**config.mk**
```make
export PLATFORM = sky130hd
export DESIGN_NAME = pipe_ctrl_unit
export DESIGN_NICKNAME = d
export VERILOG_FILES = /design/src/rtl/pipe_ctrl_unit.sv
export SDC_FILE = /design/constraint.sdc
export NUM_CORES = 1
export LEC_CHECK = 0
export ABC_AREA = 1
export CAP_MARGIN = 20
export CORE_AREA = 8 8 75 77
export CTS_CLUSTER_DIAMETER = 150
export CTS_CLUSTER_SIZE = 25
export DETAILED_ROUTE_END_ITERATION = 12
export DIE_AREA = 0 0 83 85
export PLACE_DENSITY = 0.74
export REMOVE_ABC_BUFFERS = 1
export SKIP_LAST_GASP = 1
export SYNTH_ARGS = -nofsm -noshare
export SYNTH_HDL_FRONTEND = slang
export SYNTH_SLANG_ARGS = --single-unit
```
**constraint.sdc**
```tcl
create_clock -name clk -period 2.8 [get_ports clk]
set_clock_uncertainty 0.1 [all_clocks]
set_input_delay 0.42 -clock clk [delete_from_list [all_inputs] [get_ports clk]]
set_output_delay 0.42 -clock clk [all_outputs]
set_load 0.03 [all_outputs]
```
**src/rtl/pipe_ctrl_unit.sv**
```systemverilog
// Pipelined main control: decodes the ID opcode into a control bundle and carries it
// through ID/EX, EX/MEM and MEM/WB, with load-use stall detection and flush bubbles.
module pipe_ctrl_unit #(
  parameter int OPW        = 6,
  parameter int ALUOPW     = 4,
  parameter int REGW       = 5,
  parameter bit EXT_BRANCH = 1'b1
) (
  input  logic              clk,
  input  logic              rst,
  input  logic [OPW-1:0]    opcode,
  input  logic [REGW-1:0]   id_rs,
  input  logic [REGW-1:0]   id_rt,
  input  logic [REGW-1:0]   id_rd,
  input  logic              flush,
  output logic              stall_out,
  output logic              id_illegal,
  output logic              ex_branch,
  output logic [1:0]        ex_jump,
  output logic [ALUOPW-1:0] ex_aluop,
  output logic              ex_alusrc,
  output logic              mem_mem_read,
  output logic              mem_mem_write,
  output logic              wb_reg_write,
  output logic              wb_mem_to_reg,
  output logic              wb_pc_to_reg,
  output logic [REGW-1:0]   wb_dest
);

  localparam logic [OPW-1:0] OP_R    = OPW'(0);
  localparam logic [OPW-1:0] OP_SW   = OPW'(1);
  localparam logic [OPW-1:0] OP_LW   = OPW'(2);
  localparam logic [OPW-1:0] OP_ADDI = OPW'(3);
  localparam logic [OPW-1:0] OP_ANDI = OPW'(4);
  localparam logic [OPW-1:0] OP_ORI  = OPW'(5);
  localparam logic [OPW-1:0] OP_BEQ  = OPW'(6);
  localparam logic [OPW-1:0] OP_BNE  = OPW'(7);
  localparam logic [OPW-1:0] OP_BGE  = OPW'(8);
  localparam logic [OPW-1:0] OP_BGT  = OPW'(9);
  localparam logic [OPW-1:0] OP_BLE  = OPW'(10);
  localparam logic [OPW-1:0] OP_BLT  = OPW'(11);
  localparam logic [OPW-1:0] OP_J    = OPW'(12);
  localparam logic [OPW-1:0] OP_JAL  = OPW'(13);
  localparam logic [OPW-1:0] OP_JR   = OPW'(14);

  typedef struct packed {
    logic [1:0]        reg_dest;
    logic              branch;
    logic [1:0]        jump;
    logic              mem_read;
    logic              mem_to_reg;
    logic              mem_write;
    logic              alusrc;
    logic              reg_write;
    logic              pc_to_reg;
    logic [ALUOPW-1:0] aluop;
  } ctrl_t;

  ctrl_t           dec;
  logic            illegal_c;
  logic [REGW-1:0] id_dest;
  logic            id_reg_write;
  logic            uses_rt;
  logic            hazard;
  logic            bubble;

  logic              vld_p0, branch_p0, alusrc_p0, mem_read_p0, mem_write_p0;
  logic              reg_write_p0, mem_to_reg_p0, pc_to_reg_p0;
  logic [1:0]        jump_p0;
  logic [ALUOPW-1:0] aluop_p0;
  logic [REGW-1:0]   dest_p0;

  logic              vld_p1, mem_read_p1, mem_write_p1, reg_write_p1, mem_to_reg_p1, pc_to_reg_p1;
  logic [REGW-1:0]   dest_p1;

  logic              vld_p2, reg_write_p2, mem_to_reg_p2, pc_to_reg_p2;
  logic [REGW-1:0]   dest_p2;

  always_comb begin
    dec       = '0;
    illegal_c = 1'b0;
    case (opcode)
      OP_R: begin
        dec.reg_dest  = 2'b01;
        dec.reg_write = 1'b1;
        dec.aluop     = ALUOPW'(2);
      end
      OP_SW: begin
        dec.mem_write = 1'b1;
        dec.alusrc    = 1'b1;
      end
      OP_LW: begin
        dec.mem_read   = 1'b1;
        dec.mem_to_reg = 1'b1;
        dec.alusrc     = 1'b1;
        dec.reg_write  = 1'b1;
      end
      OP_ADDI, OP_ANDI, OP_ORI: begin
        dec.alusrc    = 1'b1;
        dec.reg_write = 1'b1;
        dec.aluop     = (opcode == OP_ADDI) ? ALUOPW'(0) :
                        (opcode == OP_ANDI) ? ALUOPW'(3) : ALUOPW'(4);
      end
      OP_BEQ, OP_BNE: begin
        dec.branch = 1'b1;
        dec.aluop  = ALUOPW'(opcode - OPW'(1));
      end
      OP_BGE, OP_BGT, OP_BLE, OP_BLT: begin
        if (EXT_BRANCH) begin
          dec.branch = 1'b1;
          dec.aluop  = ALUOPW'(opcode - OPW'(1));
        end else begin
          illegal_c = 1'b1;
        end
      end
      OP_J: begin
        dec.jump   = 2'b01;
        dec.alusrc = 1'b1;
      end
      OP_JAL: begin
        dec.reg_dest  = 2'b10;
        dec.jump      = 2'b01;
        dec.alusrc    = 1'b1;
        dec.reg_write = 1'b1;
        dec.pc_to_reg = 1'b1;
      end
      OP_JR: begin
        dec.jump   = 2'b10;
        dec.alusrc = 1'b1;
      end
      default: illegal_c = 1'b1;
    endcase
  end

  always_comb begin
    case (dec.reg_dest)
      2'b01:   id_dest = id_rd;
      2'b10:   id_dest = '1;
      default: id_dest = id_rt;
    endcase
    id_reg_write = dec.reg_write & (id_dest != '0);
    uses_rt      = (opcode == OP_R) | (opcode == OP_SW) | dec.branch;
    hazard       = vld_p0 & mem_read_p0 & (dest_p0 != '0) &
                   ((dest_p0 == id_rs) | ((dest_p0 == id_rt) & uses_rt));
    bubble       = flush | hazard | illegal_c;
  end

  // A killed instruction cannot cause a stall.
  assign stall_out  = hazard & ~flush;
  assign id_illegal = illegal_c;

  always_ff @(posedge clk or posedge rst) begin
    if (rst) begin
      vld_p0        <= 1'b0;
      branch_p0     <= 1'b0;
      jump_p0       <= '0;
      aluop_p0      <= '0;
      alusrc_p0     <= 1'b0;
      mem_read_p0   <= 1'b0;
      mem_write_p0  <= 1'b0;
      reg_write_p0  <= 1'b0;
      mem_to_reg_p0 <= 1'b0;
      pc_to_reg_p0  <= 1'b0;
      dest_p0       <= '0;
      vld_p1        <= 1'b0;
      mem_read_p1   <= 1'b0;
      mem_write_p1  <= 1'b0;
      reg_write_p1  <= 1'b0;
      mem_to_reg_p1 <= 1'b0;
      pc_to_reg_p1  <= 1'b0;
      dest_p1       <= '0;
      vld_p2        <= 1'b0;
      reg_write_p2  <= 1'b0;
      mem_to_reg_p2 <= 1'b0;
      pc_to_reg_p2  <= 1'b0;
      dest_p2       <= '0;
    end else begin
      // ID/EX: flush, stall and illegal opcodes all load a bubble
      vld_p0        <= ~bubble;
      branch_p0     <= bubble ? 1'b0 : dec.branch;
      jump_p0       <= bubble ? 2'b00 : dec.jump;
      aluop_p0      <= bubble ? '0 : dec.aluop;
      alusrc_p0     <= bubble ? 1'b0 : dec.alusrc;
      mem_read_p0   <= bubble ? 1'b0 : dec.mem_read;
      mem_write_p0  <= bubble ? 1'b0 : dec.mem_write;
      reg_write_p0  <= bubble ? 1'b0 : id_reg_write;
      mem_to_reg_p0 <= bubble ? 1'b0 : dec.mem_to_reg;
      pc_to_reg_p0  <= bubble ? 1'b0 : dec.pc_to_reg;
      dest_p0       <= bubble ? '0 : id_dest;
      // EX/MEM
      vld_p1        <= vld_p0;
      mem_read_p1   <= mem_read_p0;
      mem_write_p1  <= mem_write_p0;
      reg_write_p1  <= reg_write_p0;
      mem_to_reg_p1 <= mem_to_reg_p0;
      pc_to_reg_p1  <= pc_to_reg_p0;
      dest_p1       <= dest_p0;
      // MEM/WB
      vld_p2        <= vld_p1;
      reg_write_p2  <= reg_write_p1;
      mem_to_reg_p2 <= mem_to_reg_p1;
      pc_to_reg_p2  <= pc_to_reg_p1;
      dest_p2       <= dest_p1;
    end
  end

  assign ex_branch     = vld_p0 & branch_p0;
  assign ex_jump       = vld_p0 ? jump_p0 : 2'b00;
  assign ex_aluop      = vld_p0 ? aluop_p0 : '0;
  assign ex_alusrc     = vld_p0 & alusrc_p0;
  assign mem_mem_read  = vld_p1 & mem_read_p1;
  assign mem_mem_write = vld_p1 & mem_write_p1;
  assign wb_reg_write  = vld_p2 & reg_write_p2;
  assign wb_mem_to_reg = vld_p2 & mem_to_reg_p2;
  assign wb_pc_to_reg  = vld_p2 & pc_to_reg_p2;
  assign wb_dest       = vld_p2 ? dest_p2 : '0;

endmodule

```
==> impl_metrics.csv, run 1 <==
group,metric,value,unit
final_layout,fillers,398,
final_layout,final_cells,341,
clock_tree,cts_tree,"yes",
power_and_ir_drop,peakVddDrop,0.251,mV
route,drt_wl_total,3.72,mm
power_and_ir_drop,power_frac_seq,0.444,
status,status,"completed",
sta,setup_viol,0,
synthesis,yosysTopAreaCell,"dfrtp_1",
route,drc_errors,0,
final_layout,fin_nets,316,
synthesis,synth_cells,227,
synthesis,synth.yosys.seq_area_share,0.479,
die,ios,44,
route,ant_nets,0,
synthesis,yosys_most_used_dff,"dfrtp_1",
clock_tree,insertion_delay,0.28,ns
sta,period_needed,2.63,ns
sta,slew_violations,0,
route,vias,1511,
power_and_ir_drop,internal-power,975,uW
synthesis,ys_warn_count,0,
power_and_ir_drop,power.switching,276,uW
final_layout,layout-drive-gt1-share,0.178,
setup_path,cp-start-kind,"primary input",
setup_path,critPathCaptureType,"primary output",
min_path,min_path_type,"reg -> reg",
setup_path,worstPathArrival,2.11,ns
placement,post_dp_cell_area,2490,sq um
die,num_rows,25,
sta,tightest_slew,0.433,ns
setup_path,crit_required,2.28,ns
clock_tree,path_clk_slew,0.07,ns
synthesis,synth_area,1930,sq um
sta,min_period_over_period,0.940,
sta,hold_viol,0,
global_route,grt_max_degree,38,
global_route,antenna_found_initial,0,
synthesis,synth.avg_cell_area,8.52,sq um
sta,max-slew-margin-rel,0.711,
die,coreArea,4540,sq um
synthesis,yosysUniqueCellTypes,29,
power_and_ir_drop,power_leakage,0.00138,uW
synthesis,synth-edff-count,0,
placement,gp_congestion,0.826,
sta,fmax,380,MHz
final_layout,final_area,2640,sq um
setup_path,worstPathMaxFanout,3,
clock_tree,postCtsHoldBufs,0,
final_layout,utilization,0.582,
route,vias_per_cell,4.43,
placement,io_buffers,43,
global_route,grt_pass1_vias,1589,
synthesis,synthArstFlopShare,1.00,
clock_tree,clockRootBuffer,"clkbuf_8",
placement,dp.cells,333,
placement,hpwl,2.99,mm
synthesis,synth_top_area_share,0.479,
clock_tree,clk_path_buf_depth,2,
power_and_ir_drop,pwr-share-clk,0.434,
clock_tree,cts_max_level,2,
power_and_ir_drop,p_per_area,473,nW/um^2
route,drt_iter0_markers,110,
clock_tree,cts_sinks,37,
synthesis,ys_ff_latch,37,
die,initial_core_util,0.426,
die,die_x,83,um
power_and_ir_drop,p_sw_frac,0.220,
synthesis,yosysMostFrequentCell,"nand2_1",
route,drtPass1Iterations,4,
route,wl_per_cell,10.9,um
final_layout,n_antenna_cell,0,
run,cap_violations,0,
synthesis,ys_top_cells_by_count,"nand2_1, inv_1, dfrtp_1",
global_route,grt_pass1_wl,6.91,mm
die,die_y,85,um
global_route,gr-total-overflow,0,
synthesis,synth_area_leaders,"dfrtp_1, nand2_1, inv_1, nor2_4, ha_1",
global_route,grt.total_usage,0.116,
power_and_ir_drop,p_comb_frac,0.122,
setup_path,path_class,"in -> out",
clock_tree,cts_buffers,5,
die,die_area,7060,sq um
final_layout,area_growth,36.6,%
## cells in the final DEF, fill, tap and decap left out, types with 3 or more instances in the layout
| cell type | count |
|---|---|
| nand2_1 | 49 |
| inv_1 | 43 |
| clkdlybuf4s50_1 | 41 |
| dfrtp_1 | 37 |
| nor2_1 | 19 |
| nand3_1 | 15 |
| buf_4 | 14 |
| nor2_4 | 9 |
| o21ai_0 | 7 |
| nor2_2 | 5 |
| clkbuf_8 | 5 |
| inv_2 | 4 |
| xnor2_1 | 4 |
| ha_1 | 4 |
| nand3_2 | 3 |
| o211ai_1 | 3 |
| xor2_1 | 3 |
## power groups by stage
stage	registers, uW	logic [uW]	clock network, uW
after floorplan	563	80.5	0
after global placement	565	149	0
after CTS	556	152	552
after global routing	558	170	582
final	555	152	543
after detailed placement	566	151	0
## final timing paths
path,start,to,slack (ns),cells after the start
worst max-delay path,opcode[1],stall_out,0.17,13
worst min-delay path,pc_to_reg_p0,pc_to_reg_p1,0.25,0
worst max register to register,dest_p0[3],alusrc_p0,1.15,11
worst min register to register,pc_to_reg_p0,pc_to_reg_p1,0.25,0
max in group asynchronous,rst,reg_write_p2,1.86,3
min in group asynchronous,rst,pc_to_reg_p1,0.43,3
## worst max-delay path, stage by stage
cell	delay [ns]
clkdlybuf4s50_1	0.47
inv_1	0.07
ha_1	0.20
buf_4	0.15
nor2_1	0.08
nand2_1	0.05
nand2_1	0.12
nand3_1	0.11
nand2_1	0.08
nand2_1	0.06
nand2_2	0.09
nor2_1	0.05
buf_4	0.16
## area by class of cell
cell class | count | area (sq um) | area share
clock buffers | 5 | 68.8 | 0.0261
clock inverters | 3 | 68.8 | 0.0261
inverters | 48 | 180 | 0.0682
multi-input cells | 139 | 815 | 0.308
flip-flops and latches | 37 | 926 | 0.351
well taps | 54 | 67.6 | 0.0256
repair buffers | 55 | 515 | 0.195
## cells by family (layout without fill, tap and decap cells)
family	after synthesis	in the layout	share of synthesized area
AND/OR/NAND/NOR	109	109	0.288
buffers and inverters	51	111	0.107
XOR/XNOR	7	7	0.0317
adder cells (fa/ha/maj)	6	6	0.0388
flip-flops	37	37	0.479
AO/OA/AOI/OAI	17	17	0.0550
## routing by layer
| layer | global-route usage | vias up | wire, um | share of wire |
|---|---|---|---|---|
| met3 | 0.0374 | 6 | 204 | 0.055 |
| met1 | 0.125 | 673 | 1530 | 0.41 |
| met5 | 0 | - | 0 | 0 |
| met4 | 0.0591 | 0 | 80 | 0.021 |
| li1 | - | 803 | - | - |
| met2 | 0.199 | 29 | 1910 | 0.51 |
## registers in the layout, indices dropped and copies added, names as in the netlist, 2 cells and up
name and flops:
dest_p0 5, dest_p1 5, dest_p2 5, aluop_p0 4, jump_p0 2
## per-stage QoR
| step | hold slack, ns | total power, uW | setup TNS, ns | setup WS [ns] |
|---|---|---|---|---|
| floorplan | 0.231 | 644 | 0 | 0.404 |
| global placement | 0.231 | 714 | 0 | 0.0757 |
| detailed placement | 0.235 | 717 | -0.0711 | -0.0641 |
| CTS | 0.251 | 1260 | 0 | 0.113 |
| global route | 0.259 | 1310 | -0.00358 | -0.00358 |
| finish | 0.248 | 1250 | 0 | 0.167 |
## what timing repair did
| action | in CTS | in global routing |
|---|---|---|
| setup buffers | 0 | 0 |
| gates resized for setup | 0 | 4 |
| endpoints found under the setup margin | 0 | 1 |
No activity file was read; power rests on OpenSTA's default activity.
==> run 2: changes to the inputs <==
--- a/config.mk
+++ b/config.mk
@@ -5,14 +5,13 @@
 export SDC_FILE = /design/constraint.sdc
 export NUM_CORES = 1
 export LEC_CHECK = 0
-export ABC_AREA = 1
 export CAP_MARGIN = 20
 export CORE_AREA = 8 8 75 77
 export CTS_CLUSTER_DIAMETER = 150
 export CTS_CLUSTER_SIZE = 25
 export DETAILED_ROUTE_END_ITERATION = 12
 export DIE_AREA = 0 0 83 85
-export PLACE_DENSITY = 0.74
+export PLACE_DENSITY = 0.73
 export REMOVE_ABC_BUFFERS = 1
 export SKIP_LAST_GASP = 1
 export SYNTH_ARGS = -nofsm -noshare
==> run 2 against run 1 <==
  * Core utilization down 0.28 points
  * Cell count down 15%
  * Flip-flop and latch count unchanged
  * Routed wire length up 14%
  * Area after synthesis down 1.6%
  * Combinational power up 9.9%
  * First-iteration DRC count down 24%
  * Worst setup slack worse by 0.034 ns
  * Register-to-register slack worse by 0.42 ns
  * Largest cell class unchanged
==> impl_metrics.csv, run 2 <==
group,metric,value,unit
status,status,"completed",
clock_tree,clockRootBuffer,"clkbuf_8",
global_route,grt_pass1_wl,7.29,mm
global_route,grt_max_degree,38,
synthesis,yosys_most_used_dff,"dfrtp_1",
clock_tree,cts_max_level,2,
setup_path,timing.rr.end,"mem_write_p0",
sta,tightest_slew,0.852,ns
setup_path,crit_path_top_delay_cell,"clkdlybuf4s50_1",
placement,hpwl,3.40,mm
run,cap_violations,0,
synthesis,synthArstFlopShare,1.00,
setup_path,critPathCaptureType,"primary output",
global_route,gr-total-overflow,0,
synthesis,ys_top_cells_by_count,"dfrtp_1, and2_1, nand2_1",
die,die_y,85,um
die,coreArea,4540,sq um
setup_path,crit_top_cell,"buf_4",
sta,max-slew-margin-rel,0.432,
clock_tree,cts_buffers,5,
synthesis,ys_warn_count,0,
placement,io_buffers,43,
die,die_x,83,um
sta,grt_setup_unrepaired,"false",
sta,hold_viol,0,
power_and_ir_drop,internal-power,915,uW
clock_tree,cts_tree,"yes",
global_route,grt.total_usage,0.126,
min_path,hold_end,"dest_p2[4]",
sta,holdWs,0.249,ns
power_and_ir_drop,pwr-share-clk,0.400,
power_and_ir_drop,power_leakage,0.00115,uW
route,vias,1496,
power_and_ir_drop,peakVddDrop,0.194,mV
final_layout,final_cells,291,
min_path,holdPathStages,0,
setup_path,r2r_slack,0.73,ns
route,drtPass1Iterations,4,
sta,slew_violations,0,
final_layout,area_growth,38.2,%
synthesis,synth.avg_cell_area,10.9,sq um
route,drt_iter0_markers,84,
synthesis,ys_ff_latch,37,
global_route,antenna_found_initial,0,
setup_path,r2r_cells,4,
synthesis,yosysMostFrequentCell,"dfrtp_1",
synthesis,synth_area_leaders,"dfrtp_1, and2_1, xnor2_1, nor3_2, ha_1",
sta,setup_viol,0,
final_layout,utilization,0.580,
synthesis,synth.yosys.seq_area_share,0.487,
setup_path,worstPathMaxFanout,4,
clock_tree,clk_path_buf_depth,2,
sta,period_needed,2.67,ns
clock_tree,insertion_delay,0.29,ns
sta,min_period_over_period,0.953,
min_path,min_path_type,"reg -> reg",
synthesis,synth_area,1900,sq um
power_and_ir_drop,p_sw_frac,0.234,
route,vias_per_cell,5.14,
synthesis,synth_top_area_share,0.487,
route,wl_per_cell,14.6,um
final_layout,layout-drive-gt1-share,0.203,
setup_path,rr_startpoint,"dest_p0[0]",
synthesis,yosysUniqueCellTypes,40,
sta,finalSetupTns,0,ns
synthesis,synth-edff-count,0,
setup_path,crit_required,2.28,ns
route,ant_nets,0,
final_layout,n_antenna_cell,0,
setup_path,path_class,"in -> out",
power_and_ir_drop,p_per_area,454,nW/um^2
clock_tree,path_clk_slew,0.07,ns
route,drc_errors,0,
setup_path,path_cells,"clkdlybuf4s50_1, buf_4, ha_2, nor2_1, o22a_1, nor4_4, o21a_1, buf_4",
setup_path,cp-start-kind,"primary input",
die,initial_core_util,0.419,
final_layout,top_regs,"dest_p0 x5, dest_p1 x5, dest_p2 x5",
global_route,grt_pass1_vias,1561,
power_and_ir_drop,p_comb_frac,0.140,
route,drt_wl_total,4.24,mm
die,num_rows,25,
placement,dp.cells,283,
synthesis,yosysTopAreaCell,"dfrtp_1",
sta,fmax,375,MHz
clock_tree,cts_sinks,37,
setup_path,worstPathArrival,2.15,ns
die,die_area,7060,sq um
placement,gp_congestion,0.885,
die,ios,44,
final_layout,fin_nets,266,
power_and_ir_drop,power.switching,279,uW
final_layout,final_common_cell,"clkdlybuf4s50_1",
clock_tree,postCtsSetupRepairBufs,0,
final_layout,layout_common_cells,"clkdlybuf4s50_1, dfrtp_1, and2_1, buf_4, nand2_1",
setup_path,crit_path_max_incr_delay,0.51,ns
power_and_ir_drop,power_frac_seq,0.460,
min_path,worstHoldStart,"dest_p1[4]",
synthesis,synth_cells,174,
==> run 2: cell types whose count changed after synthesis, sizes merged, moves of 6 or more <==
cell,before,now
nor2,33,5
nor3,2,21
inv,47,10
and2,0,21
nand2b,0,6
xnor2,4,12
nand3,18,3
nand2,53,13
==> run 2: logic make-up after synthesis <==
| group | share of synthesized area |
|---|---|
| AND/OR/NAND/NOR | 0.261 |
| flip-flops | 0.487 |
| AO/OA/AOI/OAI | 0.117 |
| buffers and inverters | 0.0401 |
| XOR/XNOR | 0.0553 |
| adder cells (fa/ha/maj) | 0.0395 |
==> run 2: routing by layer <==
layer  GRT usage  wire, um
met1       0.156      1790
met2       0.199      2090
met3      0.0287       248
met4      0.0671       102
met5           0         0
==> run 2: repair_timing <==
item                                    CTS  global route
gates resized for setup                   0             4
endpoints found under the setup margin    0             1
hold buffers                              0             0
==> run 2: how the worst max path moves through the flow <==
stage	start	endpoint	slack, ns	cells after the start
CTS	opcode[0]	stall_out	0.03	9
global route	opcode[0]	stall_out	0.0009	9
floorplan	opcode[0]	stall_out	0.09	6
global placement	opcode[3]	reg_write_p0	-0.05	9
detailed placement	opcode[3]	reg_write_p0	-0.09	9
finish	opcode[0]	stall_out	0.13	8
==> run 2: cell type report <==
| cell class | instances | area, sq um |
|---|---|---|
| multi-input combinational | 121 | 917 |
| tap | 54 | 67.6 |
| timing repair buffer | 61 | 561 |
| sequential | 37 | 926 |
| fill | 403 | 1910 |
| clock inverter | 2 | 37.5 |
| inverter | 10 | 37.5 |
| clock buffer | 6 | 82.6 |
==> run 2: per-stage QoR <==
step,area [sq um],worst slack (ns),total power (uW)
after CTS,2610,0.0330,1200
final,2630,0.133,1190
after global placement,2490,-0.0496,722
after floorplan,1860,0.0946,645
after global routing,2630,0.000916,1240
after detailed placement,2490,-0.0929,725
==> run 2: critical path: cells and delay by family <==
kind / cells / cell delay, ns
buffers and inverters: 3 / 0.80
adders and majority gates: 1 / 0.22
and+or+nand+nor: 2 / 0.31
AOI/OAI and AO/OA: 2 / 0.39
==> run 2: power by group through the flow <==
stage | Clock (uW) | Combinational, uW | Sequential [uW]
after global routing | 506 | 183 | 551
after detailed placement | 0 | 164 | 561
after floorplan | 0 | 86.4 | 558
after global placement | 0 | 162 | 560
final | 478 | 167 | 550
after CTS | 488 | 165 | 550
==> run 3: changes to the inputs <==
--- a/config.mk
+++ b/config.mk
@@ -13,6 +13,7 @@
 export DIE_AREA = 0 0 83 85
 export PLACE_DENSITY = 0.73
 export REMOVE_ABC_BUFFERS = 1
+export SETUP_SLACK_MARGIN = 0.1
 export SKIP_LAST_GASP = 1
 export SYNTH_ARGS = -nofsm -noshare
 export SYNTH_HDL_FRONTEND = slang
==> run 3 against run 2 <==
  * Worst setup slack improved by 0.051 ns
  * Combinational power hardly changed
  * Hold slack hardly changed
  * Critical path depth rose by 1
  * Non-clock buffer count unchanged
  * Core utilization is 0.22 points higher
  * Global-route usage unchanged
  * Die area is the same
  * Register-to-register slack about the same
  * Critical endpoint unchanged
==> impl_metrics.csv, run 3 (same netlist as run 2, synthesis figures left out) <==
group,metric,value,unit
global_route,antenna_found_initial,0,
run,cap_violations,0,
clock_tree,postCtsHoldBufs,0,
placement,io_buffers,43,
placement,post_dp_cell_area,2490,sq um
route,drtPass1Iterations,4,
setup_path,timing.rr.end,"mem_write_p0",
global_route,gr-total-overflow,0,
die,die_y,85,um
final_layout,final_area,2640,sq um
clock_tree,cts_tree,"yes",
route,drc_errors,0,
final_layout,top_regs,"dest_p0 x5, dest_p1 x5, dest_p2 x5",
global_route,grt_pass1_vias,1563,
global_route,grt_max_degree,38,
status,status,"completed",
sta,min_period_over_period,0.934,
die,die_area,7060,sq um
placement,hpwl,3.40,mm
die,die_x,83,um
setup_path,critPathCaptureType,"primary output",
setup_path,path_class,"in -> out",
power_and_ir_drop,p_per_area,453,nW/um^2
power_and_ir_drop,power_leakage,0.00115,uW
die,ios,44,
final_layout,layout_common_cells,"clkdlybuf4s50_1, dfrtp_1, and2_1, buf_4, nand2_1",
route,vias_per_cell,5.15,
global_route,grt_pass1_wl,7.30,mm
sta,max-slew-margin-rel,0.430,
sta,period_needed,2.62,ns
route,drt_iter0_markers,92,
final_layout,layout-drive-gt1-share,0.207,
final_layout,utilization,0.582,
sta,slew_violations,0,
setup_path,r2r_cells,4,
sta,grt_setup_unrepaired,"true",
min_path,worstHoldStart,"dest_p1[1]",
placement,gp_congestion,0.885,
global_route,grt.total_usage,0.126,
final_layout,fin_nets,266,
setup_path,r2r_slack,0.73,ns
final_layout,n_antenna_cell,0,
clock_tree,clockRootBuffer,"clkbuf_8",
min_path,min_path_type,"reg -> reg",
clock_tree,path_clk_slew,0.07,ns
clock_tree,cts_sinks,37,
sta,tightest_slew,0.854,ns
route,wl_per_cell,14.6,um
final_layout,final_common_cell,"clkdlybuf4s50_1",
clock_tree,cts_buffers,5,
route,drt_wl_total,4.24,mm
die,initial_core_util,0.419,
min_path,hold_end,"dest_p2[1]",
setup_path,worstPathArrival,2.10,ns
sta,setup_viol,0,
die,num_rows,25,
route,ant_nets,0,
die,coreArea,4540,sq um
clock_tree,cts_max_level,2,
final_layout,area_growth,38.7,%
route,vias,1498,
sta,hold_viol,0,
clock_tree,clk_path_buf_depth,2,
min_path,holdPathStages,0,
sta,fmax,382,MHz
power_and_ir_drop,peakVddDrop,0.194,mV
setup_path,worstPathMaxFanout,7,
setup_path,crit_required,2.28,ns
clock_tree,insertion_delay,0.29,ns
clock_tree,postCtsSetupRepairBufs,0,
setup_path,cp-start-kind,"primary input",
setup_path,rr_startpoint,"dest_p0[0]",
[run 3: critical path, stage by stage]
cell and delay, ns:
clkdlybuf4s50_1 0.51, inv_1 0.08, ha_1 0.20, buf_4 0.17, nor2_4 0.12, o22a_1 0.20, nor4_4 0.05, o21a_1 0.18
buf_4 0.17
[run 3: repair_timing]
action | in CTS | in global routing
resized for setup | 4 | 2
setup endpoints to repair | 1 | 2
pin swaps | 0 | 3
[run 3: worst max path at each step]
stage / slack (ns) / endpoint / from / cells past startpoint
final: 0.18 / stall_out / opcode[0] / 9
after global routing: 0.06 / stall_out / opcode[0] / 9
after CTS: 0.13 / stall_out / opcode[0] / 8
after detailed placement: -0.09 / reg_write_p0 / opcode[3] / 9
after global placement: -0.05 / reg_write_p0 / opcode[3] / 9
after floorplan: 0.09 / stall_out / opcode[0] / 6
[run 3: routing by layer]
metal | track usage | wire (um) | vias to the layer above
met5 | 0 | 0 | -
met4 | 0.0671 | 102 | 0
met3 | 0.0287 | 257 | 8
met2 | 0.200 | 2110 | 48
met1 | 0.155 | 1770 | 719
li1 | - | - | 723
[run 3: power breakdown]
part | switching (uW) | leakage (uW) | total, uW | internal (uW)
logic | 85.3 | 0.000580 | 169 | 83.2
registers | 6.53 | 0.000513 | 550 | 543
clock network | 188 | 0.0000574 | 477 | 289
total | 280 | 0.00115 | 1200 | 916
[run 3: layout make-up]
class / count / area (sq um)
fillers: 402 / 1900
multi-input cells: 121 / 927
flip-flops and latches: 37 / 926
repair buffers: 61 / 561
clock buffers: 6 / 82.6
well taps: 54 / 67.6
clock inverters: 2 / 37.5
inverters: 10 / 37.5
[run 3: through the flow]
stage          hold WS, ns  TNS (ns)  instances  total power, uW  setup WS [ns]
6_report             0.249         0        291             1200          0.184
2_1_floorplan        0.231         0        168              645         0.0946
3_3_place_gp         0.232   -0.0496        283              722        -0.0496
3_5_place_dp         0.235   -0.0929        283              725        -0.0929
5_1_grt              0.257         0        291             1240         0.0649
4_1_cts              0.250         0        291             1210          0.134
